<file path="config.mk">
export PLATFORM = sky130hd
export DESIGN_NAME = bus_timer
export DESIGN_NICKNAME = d
export VERILOG_FILES = /design/src/rtl/bus_timer.sv
export SDC_FILE = /design/constraint.sdc
export NUM_CORES = 1
export LEC_CHECK = 0
export BUFFER_PORTS_ARGS = -buffer_cell sky130_fd_sc_hd__clkbuf_2
export CAP_MARGIN = 20
export CORE_ASPECT_RATIO = 0.9
export CORE_MARGIN = 2
export CORE_UTILIZATION = 60
export CTS_BUF_LIST = sky130_fd_sc_hd__clkbuf_8 sky130_fd_sc_hd__clkbuf_16
export DETAILED_ROUTE_END_ITERATION = 8
export PLACE_DENSITY = 0.81
export SLEW_MARGIN = 20
export SYNTH_ARGS = -nofsm -noshare
export SYNTH_HDL_FRONTEND = slang
export SYNTH_SLANG_ARGS = --single-unit
</file>
<file path="constraint.sdc">
create_clock -name clk -period 3.3 [get_ports clk]
set_input_delay 0.66 -clock clk [delete_from_list [all_inputs] [get_ports clk]]
set_output_delay 0.66 -clock clk [all_outputs]
set_load 0.1 [all_outputs]
</file>
<file path="src/rtl/bus_timer.sv">
// rtl/bus_timer.sv - memory-mapped machine timer responder (MTIME/MTIMECMP/CTRL/PRESCALE/STATUS)
module bus_timer #(
    parameter logic [63:0] BASE_ADDR        = 64'h0000_0000_2000_0000,
    parameter logic [31:0] DEFAULT_PRESCALE = 32'd0
) (
    input  logic        clk,
    input  logic        rst_n,
    input  logic [63:0] addr,
    input  logic [2:0]  rd_ctrl,
    input  logic [2:0]  wr_ctrl,
    input  logic [63:0] data_in,
    output logic [63:0] data_out,
    output logic        valid,
    output logic        timer_irq
);

    logic [63:0] mtime_q, mtime_d;
    logic [63:0] mtimecmp_q, mtimecmp_d;
    logic [1:0]  ctrl_q, ctrl_d;
    logic [31:0] prescale_q, prescale_d;
    logic [31:0] pcnt_q, pcnt_d;
    logic        pend_q, pend_d;
    logic        irq_q, irq_d;
    logic [63:0] data_q, data_d;
    logic        valid_q, valid_d;

    logic        hit;
    logic [2:0]  lane;
    logic [8:0]  sel;
    logic        w_act, r_act;
    logic [1:0]  w_size, r_size;
    logic        w_ok;
    logic [7:0]  bmask;
    logic [63:0] bitmask;
    logic [63:0] wdata;
    logic        we_mtime, we_cmp, we_ctrl, we_pre, we_stat;
    logic        tick, cmp, w1c;
    logic [63:0] rreg, rsh, rext;

    // Natural alignment: the low address bits covered by the access size must be zero.
    function automatic logic is_aligned(input logic [1:0] sz, input logic [2:0] ln);
        case (sz)
            2'd0:    return 1'b1;
            2'd1:    return ~ln[0];
            2'd2:    return ln[1:0] == 2'b00;
            default: return ln == 3'b000;
        endcase
    endfunction

    function automatic logic [7:0] size_mask(input logic [1:0] sz);
        case (sz)
            2'd0:    return 8'h01;
            2'd1:    return 8'h03;
            2'd2:    return 8'h0F;
            default: return 8'hFF;
        endcase
    endfunction

    assign hit  = (addr[63:12] == BASE_ADDR[63:12]);
    assign lane = addr[2:0];
    assign sel  = addr[11:3];

    // Decode access sizes from the load/store encodings.
    always_comb begin
        w_act  = 1'b1;
        w_size = 2'd0;
        case (wr_ctrl)
            3'd1:    w_size = 2'd0;
            3'd2:    w_size = 2'd1;
            3'd3:    w_size = 2'd2;
            3'd4:    w_size = 2'd3;
            default: w_act = 1'b0;
        endcase
        r_act  = (rd_ctrl != 3'd0);
        case (rd_ctrl)
            3'd3, 3'd4: r_size = 2'd1;
            3'd5, 3'd6: r_size = 2'd2;
            3'd7:       r_size = 2'd3;
            default:    r_size = 2'd0;
        endcase
    end

    // Byte-enable mask and lane-shifted store data for the addressed register.
    always_comb begin
        w_ok  = hit & w_act & is_aligned(w_size, lane);
        bmask = size_mask(w_size) << lane;
        for (int i = 0; i < 8; i++) begin
            bitmask[i*8 +: 8] = {8{bmask[i]}};
        end
        wdata    = data_in << {lane, 3'b000};
        we_mtime = w_ok & (sel == 9'd0);
        we_cmp   = w_ok & (sel == 9'd1);
        we_ctrl  = w_ok & (sel == 9'd2);
        we_pre   = w_ok & (sel == 9'd3);
        we_stat  = w_ok & (sel == 9'd4);
    end

    // Counter, compare and register write next-state; a bus write to MTIME suppresses the tick.
    always_comb begin
        tick   = ctrl_q[0] & (pcnt_q == prescale_q);
        pcnt_d = pcnt_q;
        if (ctrl_q[0]) begin
            pcnt_d = tick ? 32'd0 : pcnt_q + 32'd1;
        end
        if (we_pre) begin
            pcnt_d = 32'd0;
        end
        mtime_d = tick ? mtime_q + 64'd1 : mtime_q;
        if (we_mtime) begin
            mtime_d = (mtime_q & ~bitmask) | (wdata & bitmask);
        end
        mtimecmp_d = we_cmp ? ((mtimecmp_q & ~bitmask) | (wdata & bitmask)) : mtimecmp_q;
        ctrl_d     = we_ctrl ? ((ctrl_q & ~bitmask[1:0]) | (wdata[1:0] & bitmask[1:0])) : ctrl_q;
        prescale_d = we_pre ? ((prescale_q & ~bitmask[31:0]) | (wdata[31:0] & bitmask[31:0]))
                            : prescale_q;
        cmp    = (mtime_q >= mtimecmp_q);
        w1c    = we_stat & bmask[0] & wdata[0];
        pend_d = cmp | (pend_q & ~w1c);
        irq_d  = pend_q & ctrl_q[1];
    end

    // Read path: select register from pre-update state, shift lane down, extend per load type.
    always_comb begin
        case (sel)
            9'd0:    rreg = mtime_q;
            9'd1:    rreg = mtimecmp_q;
            9'd2:    rreg = {62'd0, ctrl_q};
            9'd3:    rreg = {32'd0, prescale_q};
            9'd4:    rreg = {63'd0, pend_q};
            default: rreg = 64'd0;
        endcase
        rsh = rreg >> {lane, 3'b000};
        case (rd_ctrl)
            3'd1:    rext = {{56{rsh[7]}}, rsh[7:0]};
            3'd2:    rext = {56'd0, rsh[7:0]};
            3'd3:    rext = {{48{rsh[15]}}, rsh[15:0]};
            3'd4:    rext = {48'd0, rsh[15:0]};
            3'd5:    rext = {{32{rsh[31]}}, rsh[31:0]};
            3'd6:    rext = {32'd0, rsh[31:0]};
            default: rext = rsh;
        endcase
        valid_d = hit & r_act;
        data_d  = data_q;
        if (valid_d) begin
            data_d = is_aligned(r_size, lane) ? rext : 64'd0;
        end
    end

    // State registers with asynchronous reset.
    always_ff @(posedge clk or negedge rst_n) begin
        if (!rst_n) begin
            mtime_q    <= 64'd0;
            mtimecmp_q <= 64'hFFFF_FFFF_FFFF_FFFF;
            ctrl_q     <= 2'd0;
            prescale_q <= DEFAULT_PRESCALE;
            pcnt_q     <= 32'd0;
            pend_q     <= 1'b0;
            irq_q      <= 1'b0;
            data_q     <= 64'd0;
            valid_q    <= 1'b0;
        end else begin
            mtime_q    <= mtime_d;
            mtimecmp_q <= mtimecmp_d;
            ctrl_q     <= ctrl_d;
            prescale_q <= prescale_d;
            pcnt_q     <= pcnt_d;
            pend_q     <= pend_d;
            irq_q      <= irq_d;
            data_q     <= data_d;
            valid_q    <= valid_d;
        end
    end

    assign data_out  = data_q;
    assign valid     = valid_q;
    assign timer_irq = irq_q;

endmodule
</file>
# Yosys cells after proc, flatten, opt, wreduce, memory -nomap -nowiden
# Index checks and enable logic that the tools add are counted.
# Widths: inputs -> output; s select.
[classes]
add_sub_neg = 2
bitwise_logic = 30
magnitude_cmp = 1
n_eq_ne = 21
shifts = 3
n_mux = 15
n_reduce_logical = 11
[ops]
columns = ["operator", "count"]
rows = [
  ["$pmux 64 s6", 1],
  ["$pmux 64 s5", 1],
  ["$and 64x64->64", 3],
  ["$mux 64", 3],
  ["$or 64x64->64", 2],
  ["$mux 32", 3],
  ["$add 64x1->64 const B", 1],
  ["$and 32x32->32", 2],
  ["$ge 64x64->1", 1],
  ["$not 64->64", 1],
  ["$shl 64x6->64", 1],
  ["$shr 64x6->64", 1],
  ["$eq 52x18->1 const B", 1],
  ["$add 32x1->32 const B", 1],
  ["$eq 32x32->1", 1],
  ["$not 32->32", 1],
  ["$or 32x32->32", 1],
  ["$pmux 8 s3", 1],
  ["$eq 9x2->1 const B", 2],
  ["$eq 3x3->1 const B", 5],
  ["$and 1x1->1", 13],
  ["$eq 3x2->1 const B", 4],
  ["$pmux 2 s3", 2],
  ["$eq 9x1->1 const B", 1],
  ["other kinds (19)", 30],
]
[word_totals]
output_inout_bits = 66
in_bits = 136
register_bits = 261
elab_cells = 92

# Logic depth before layout (Yosys ltp)
# Gate-level depths: netlist (run 1).
[depth]
word_depth = 11
ltp_mapped = 11

# Least setup slack after synthesis (run 1)
# OpenSTA, ideal clock, no wires.
[synth_path]
path_type = "input to register"
startpoint = "input addr[1]"
endpoint = "register data_q[38], in the netlist data_out[38]"
setup_time_ps = 122
cell_stages = 10
slack_ps = 44
arrival_time_ps = 3134
path_cell_list = "clkbuf_1 mux4_2 mux2_2 and3_1 a311oi_1 mux2i_1 a31o_2 buf_2 buf_2 a22o_1"
[synth_between]
elab_chain_len = 4
word_cells_on_any_way = 7
classes_between = "shift: 1; mux: 4; reduce/logical: 2"
[synth_rtl]
columns = ["item", "line", "source"]
rows = [
  ["start: declaration", "8", "input logic [63:0] addr,"],
  ["parallel branches: the longest is 3 deep, another holds $shr 64x6->64", "-", ""],
  ["$mux 64 *", "145", "data_d = is_aligned(r_size, lane) ? rext : 64'd0;"],
  ["end signal: assignment", "169", "data_q <= data_d;"],
  ["end: declaration", "24", "logic [63:0] data_q, data_d;"],
]
# Every way passes the cells marked *. The select of a mux whose other input is x is not followed.
# A chain may end at the register's enable or synchronous reset.

==> metrics.md, run 1 <==
| Metric | Value |
|---|---|
| Row cnt | `61` |
| Fin. Hold Viols | `0` |
| Adder-cell share of the synthesized area | `4.332%` |
| Most common cell after layout, fill and taps aside | `nand2_1` |
| Post-synth top area cell | `dfrtp_1` |
| Mux share of post-synthesis cell area | `10.08%` |
| Initial core utilization | `61.37%` |
| Leak pwr | `10.25 nW` |
| TritonCTS clock tree | `done` |
| Cell Area, Synth | `0.01906 mm^2` |
| Comb power frac | `13.3%` |
| Grt ovf | `0` |
| Layout Utilization | `between 70% and 80%` |
| Slew HR | `34.69%` |
| PortBufs | `201` |
| WP data arrival | `about 3600 ps` |
| Die area | `0.03322 mm^2` |
| Top_reg_cell synth | `dfrtp_1` |
| Worst-Margin Slew | `976.1 ps` |
| Syn. warnings | `0` |
| PD cells | `336.5 mW/mm^2` |
| Final nets | `2757` |
| Sw power | `2.125 mW` |
| Drt via density | `6.990` |
| Pins Over Slew Limit | `0` |
| Synth area leaders | `dfrtp_1, dfstp_2, mux2i_1` |
| Critical path fanouts, max | `5` |
| Setup crit end kind | `register` |
| Most frequent cells in the layout | `nand2_1, buf_4, dfrtp_1` |
| Global-route wire length before repair | `~120000 um` |
| Core area | `0.03106 mm^2` |
| Die Y | `between 150 and 200 um` |
| Area Growth Syn to Fin | `20.35%` |
| Sequential fraction of the synthesis area | `34.68%` |
| Worst hold path class | `input pin to async pin` |
| Layout cells sized above 1 | `24.87%` |
| Die Width | `191.9 um` |
| XOR/XNOR Fraction of Synth Area | `2.711%` |
| Largest family of logic cells by synthesized area | `simple AND/OR/NAND/NOR gates` |
| Clk pwr share | `45.3%` |
| Placed Instance Area | `approximately 0.022 mm^2` |
| Switch share | `27.53%` |
| FF+latch count, synth | `261` |
| Drt pass-1 iters | `6` |
| Status | `finished, final reports clean` |
| WP data required | `approximately 3800 ps` |
| Clock Latency Late Sink | `580 ps` |
| Mapped Nets | `2461` |
| Clk_skew | `22.53 ps` |
| Maxcap violations | `0` |
| Mean Syn Cell Area | `8.439 um^2` |
| Sequential fraction of design power | `between 40% and 50%` |
| Wirelength per Cell | `26.99 um` |
| Post-DRT Antenna Nets | `0` |
| Fin crit share | `between 90% and 100%` |
| Ports | `a little over 200` |
| Crit Path Class | `register to register` |
| Clock Tree Root | `clkbuf_16` |
| Area share of the largest cell type after synthesis | `25.86%` |
| Syn Inst Count | `2259` |
| Int Pwr | `between 5 and 6 mW` |
| Final HPWL DP | `61830 um` |
| Number of synthesized flops with an enable pin | `0` |
| Starting DRT DRC Count | `2970` |
| Reg-to-reg critical path startpoint | `pcnt_q[2]$_DFFE_PN0P_` |
| Design Area, Final | `roughly 0.023 mm^2` |
| Simple-gate share of the synthesized area | `21.89%` |
| Number of CTS-inserted buffers | `29` |
| Remaining DRCs | `0` |
| Vias | `20885` |
| Register-to-register setup slack | `roughly 140 ps` |
| Largest net degree at the start of global routing | `92` |
| RSZ-0062 raised after global routing | `no` |
| # clock sinks | `~260` |
| Final setup viols | `0` |
| Worst Hold Slack | `75.51 ps` |
| Max IR drop VDD | `0.0004764 V` |
| FMAX | `316.5 MHz` |
| Total track usage | `48.07%` |
| Overall Power | `7.720 mW` |
| Routability cong. | `1.052` |
| Synth cell types | `slightly below 80` |
| H-tree depth | `1` |
| Ys async rst share | `100.0%` |
| Post-synthesis compound-gate area fraction | `21.26%` |
| Final wirelength | `80660 um` |
| Minimum clock period | `3160 ps` |
| Setup crit start kind | `register` |
| Max Buffers Root-to-Sink | `3` |
| CTS clk-pin slew, worst paths | `60 ps` |
| Critical Path Source | `pcnt_q[2]$_DFFE_PN0P_` |
| Antenna violations before repair | `3` |
| Reg2Reg Depth | `8` |
| Vias in the first global route | `about 20000` |
kinds of logic (layout without fill, tap and decap cells):
group,count (synthesis),after routing
simple gates,842,842
compound gates,607,607
flops,261,261
buf+inv,248,566
mux,176,176
fa+ha+maj,66,66
xor+xnor,59,59
other cells,0,2
worst max-delay path by stage:
stage	endpoint	slack, ps	cells after the start
after global routing	register	20	8
after global placement	register	-20	10
final	register	140	8
after detailed placement	register	-280	10
after CTS	pend_q$_DFF_PN0_	170	8
after floorplan	data_out[38]$_DFFE_PN0P_	40	10
power by group through the flow:
stage	logic (mW)	registers [mW]	clock network, mW
6_report	1.02	3.20	3.49
4_1_cts	0.979	3.20	3.48
5_1_grt	1.06	3.20	3.61
3_5_place_dp	0.975	3.26	0
2_1_floorplan	0.444	3.26	0
3_3_place_gp	0.961	3.26	0
worst max-delay path, stage by stage, from the launching register on:
cell	delay, ps
dfrtp_1	450
xnor2_1	320
nand4_1	150
nor4_1	450
nand3_2	330
or4_4	620
buf_4	170
o211a_1	190
or3_1	360
repair_timing:
action | CTS | global route
buffers inserted | 0 | 2
hold buffers | 0 | 0
setup endpoints to repair | 0 | 139
resized for setup | 0 | 7
cell type report:
| class | instances | area (um^2) |
|---|---|---|
| clock buffers | 35 | 808.3 |
| multi-input cells | 1750 | 11550 |
| well taps | 409 | 511.7 |
| clock inverters | 18 | 206.4 |
| flip-flops and latches | 261 | 6611 |
| repair buffers | 418 | 2897 |
| inverters | 95 | 356.6 |
| fillers | 2298 | 8119 |
| diodes | 2 | 5.005 |
through the flow:
step | TNS (ps) | std cells | setup WS, ps
final | 0 | 2988 | 140.0
after floorplan | 0 | 2259 | 44.10
after detailed placement | -22530 | 2931 | -275.5
after global placement | -149.7 | 2931 | -20.82
after global routing | 0 | 2986 | 22.68
after CTS | 0 | 2984 | 171.4
per-layer routing:
layer / up-vias / global-route usage, % / wire length [um]
li1: 8995 / - / -
met1: 9951 / 63.86 / 29880
met2: 1588 / 69.46 / 33550
met3: 349 / 15.24 / 11590
met4: 2 / 26.22 / 5630
met5: - / 0 / 8
Yosys cell counts (11+ instances only):
cell type,n
nand2_1,230
dfrtp_1,197
nor2_1,190
o21ai_0,157
a21oi_1,120
clkbuf_1,114
mux2i_1,111
inv_1,94
nand3_1,87
ha_1,66
dfstp_2,64
nor3_1,60
mux2_2,58
xnor2_1,58
nand4_1,54
a211oi_1,51
nor4_1,48
o211ai_1,37
or3_1,29
and3_1,28
a22oi_1,25
a22o_1,24
and2_1,22
a221oi_1,19
a32o_1,19
buf_1,19
buf_2,19
o22ai_1,19
nor2b_1,17
a21o_1,16
o2bb2ai_1,15
a31oi_1,13
nand2b_1,13
and4_1,11
Note: power is estimated with default switching activity, not from simulation.
==> run 2: changes to the inputs <==
- CELL_PAD_IN_SITES_DETAIL_PLACEMENT: default -> 1
- CELL_PAD_IN_SITES_GLOBAL_PLACEMENT: default -> 1
- CORE_UTILIZATION: 60 -> 46
- PLACE_DENSITY: 0.81 -> default
- PLACE_DENSITY_LB_ADDON: default -> 0.1
==> metrics.md, run 2 (synthesized netlist as in run 1, its figures left out) <==
| Metric | Value |
|---|---|
| Status | `finished, final reports clean` |
| Number of CTS-inserted buffers | `31 (+6.9%)` |
| Max Buffers Root-to-Sink | `3 (unchanged)` |
| Metal-1 WL | `37840 um (+27%)` |
| Post-DRT Antenna Nets | `0 (unchanged)` |
| Layout Utilization | `56.56% (-17 points)` |
| Setup crit end kind | `register` |
| Initial core utilization | `46.81% (-15 points)` |
| FMAX | `310.5 MHz (-1.9%)` |
| PD cells | `335.3 mW/mm^2 (-0.36%)` |
| Routability cong. | `1.011 (-3.9%)` |
| Register-to-register setup slack | `80 ps (-60 ps)` |
| Final nets | `2771 (+0.51%)` |
| CTS clk-pin slew, worst paths | `70 ps (about the same)` |
| Final setup viols | `0 (unchanged)` |
| Crit path buf inv count | `1 (unchanged)` |
| Most frequent cells in the layout | `nand2_1, buf_4, dfrtp_1` |
| Area Growth Syn to Fin | `20.82%` |
| Clock Latency Late Sink | `600 ps (+20 ps)` |
| TritonCTS clock tree | `done` |
| Minimum clock period | `3221 ps (+60.81 ps)` |
| Die Y | `197.1 um (+14%)` |
| WP data arrival | `3690 ps (+70 ps)` |
| Drt pass-1 iters | `5 (-1)` |
| Grt ovf | `0 (unchanged)` |
| Global-route wire length before repair | `133900 um (+11%)` |
| Most common cell after layout, fill and taps aside | `nand2_1` |
| H-tree depth | `1 (unchanged)` |
| Largest net degree at the start of global routing | `97 (+5.4%)` |
| Clk_skew | `13.03 ps (-9.505 ps)` |
| Vias in the first global route | `20702 (+3.7%)` |
| Critical path fanouts, max | `6 (+1)` |
| Starting DRT DRC Count | `2536 (-15%)` |
| Core area | `0.04073 mm^2 (+31%)` |
| Post-CTS Hold Fix Bufs | `0 (unchanged)` |
| RSZ-0062 raised after global routing | `no` |
| Worst hold path class | `input pin to async pin` |
| Wirelength per Cell | `28.59 um (+5.9%)` |
| Cells along the critical path | `ha_1, inv_1, or3_4, or2_1, or3_4, or4_4, o211a_1, or3_1` |
| Max IR drop VDD | `0.0003928 V (-18%)` |
| Maxcap violations | `0 (unchanged)` |
| Crit-path slowest cell | `or4_4` |
| Antenna violations before repair | `3 (unchanged)` |
| Drt via density | `6.660 (-4.7%)` |
| Clock Tree Root | `clkbuf_16` |
| Leak pwr | `10.26 nW (about the same)` |
| Layout cells sized above 1 | `25.18% (+0.31 points)` |
| Overall Power | `7.723 mW (about the same)` |
| Remaining DRCs | `0 (unchanged)` |
| Top Metal Used | `met4` |
| Worst-Margin Slew | `1054 ps (+77.93 ps)` |
| Die Width | `218.6 um (+14%)` |
| PortBufs | `201 (unchanged)` |
| WP data required | `3770 ps (about the same)` |
| Row cnt | `70 (+15%)` |
| Reg2Reg Depth | `8 (unchanged)` |
| Post-CTS Setup Inserts | `0 (unchanged)` |
| Fin. Hold Viols | `0 (unchanged)` |
| Slew HR | `29.09% (-5.6 points)` |
| Total track usage | `41.37% (-6.7 points)` |
| # clock sinks | `261 (unchanged)` |
| Final HPWL DP | `70890 um (+15%)` |
| Vias | `20874 (-0.053%)` |
| Setup crit start kind | `register` |
| Critical Path Most Common Cell | `or3_4` |
| Final wirelength | `89590 um (+11%)` |
| Fin crit share | `97.60% (+1.8 points)` |
| Crit-path leading delay family | `simple AND/OR/NAND/NOR gates` |
| Ports | `202 (unchanged)` |
| Detail Route met3 WL | `8548 um (-26%)` |
| Die area | `0.04309 mm^2 (+30%)` |
| Pins Over Slew Limit | `0 (unchanged)` |
| Worst path max stage delay | `480 ps (-140 ps)` |
| Crit Path Class | `register to register` |
| Wire length on met2 | `38450 um (+15%)` |
-- run 2: cell types whose count changed in the layout (fill, tap and decap cells not counted), sizes merged --
cell      previous run  this run
buf                222       234
bufinv               4         1
clkbuf             231       233
clkinv               9        13
clkinvlp             3         2
diode                2         1
inv                 97        99
-- run 2: layout make-up --
cell class / instances / area (um^2)
Fill cell: 4940 / 17690
Inverter: 95 / 356.6
Clock inverter: 20 / 135.1
Sequential cell: 261 / 6611
Antenna cell: 1 / 2.502
Multi-Input combinational cell: 1750 / 11550
Tap cell: 540 / 675.6
Timing Repair Buffer: 430 / 2849
Clock buffer: 37 / 858.3
-- run 2: timing repair --
action,4_1_cts,5_1_grt
endpoints found under the setup margin,3,15
resized for setup,1,5
pin swaps,0,0
endpoints found under the hold margin,0,0
-- run 2: metrics by stage --
stage / worst slack (ps) / setup TNS, ps / cells / area [um^2] / hold slack, ps
4_1_cts: 42.54 / 0 / 3133 / 23010 / 25.65
3_3_place_gp: -70.27 / -164.7 / 3076 / 22010 / 473.0
3_5_place_dp: -192.2 / -4270 / 3076 / 22010 / 472.9
6_report: 79.24 / 0 / 3134 / 23030 / 4.924
5_1_grt: 7.850 / 0 / 3133 / 23030 / 41.18
2_1_floorplan: 44.10 / 0 / 2259 / 19060 / 364.4
-- run 2: routing by layer --
metal / track usage (%) / up-vias
li1: - / 9033
met1: 58.02 / 10465
met2: 62.29 / 1135
met3: 7.452 / 241
met4: 18.19 / 0
met5: 0 / -
-- run 2: worst max-delay path by stage --
| stage | slack (ps) | end | cells past startpoint | start |
|---|---|---|---|---|
| final | 80 | register | 8 | register |
| after global routing | 8 | register | 8 | pcnt_q[2]$_DFFE_PN0P_ |
| after CTS | 40 | register | 8 | pcnt_q[2]$_DFFE_PN0P_ |
| after detailed placement | -190 | register | 11 | addr[23] |
| after global placement | -70 | register | 8 | pcnt_q[18]$_DFFE_PN0P_ |
| after floorplan | 40 | data_out[38]$_DFFE_PN0P_ | 10 | addr[1] |
-- run 2: where the power goes --
group	internal [mW]	switching (mW)
combinational	0.350	0.718
clock	1.92	1.53
sequential	3.20	0
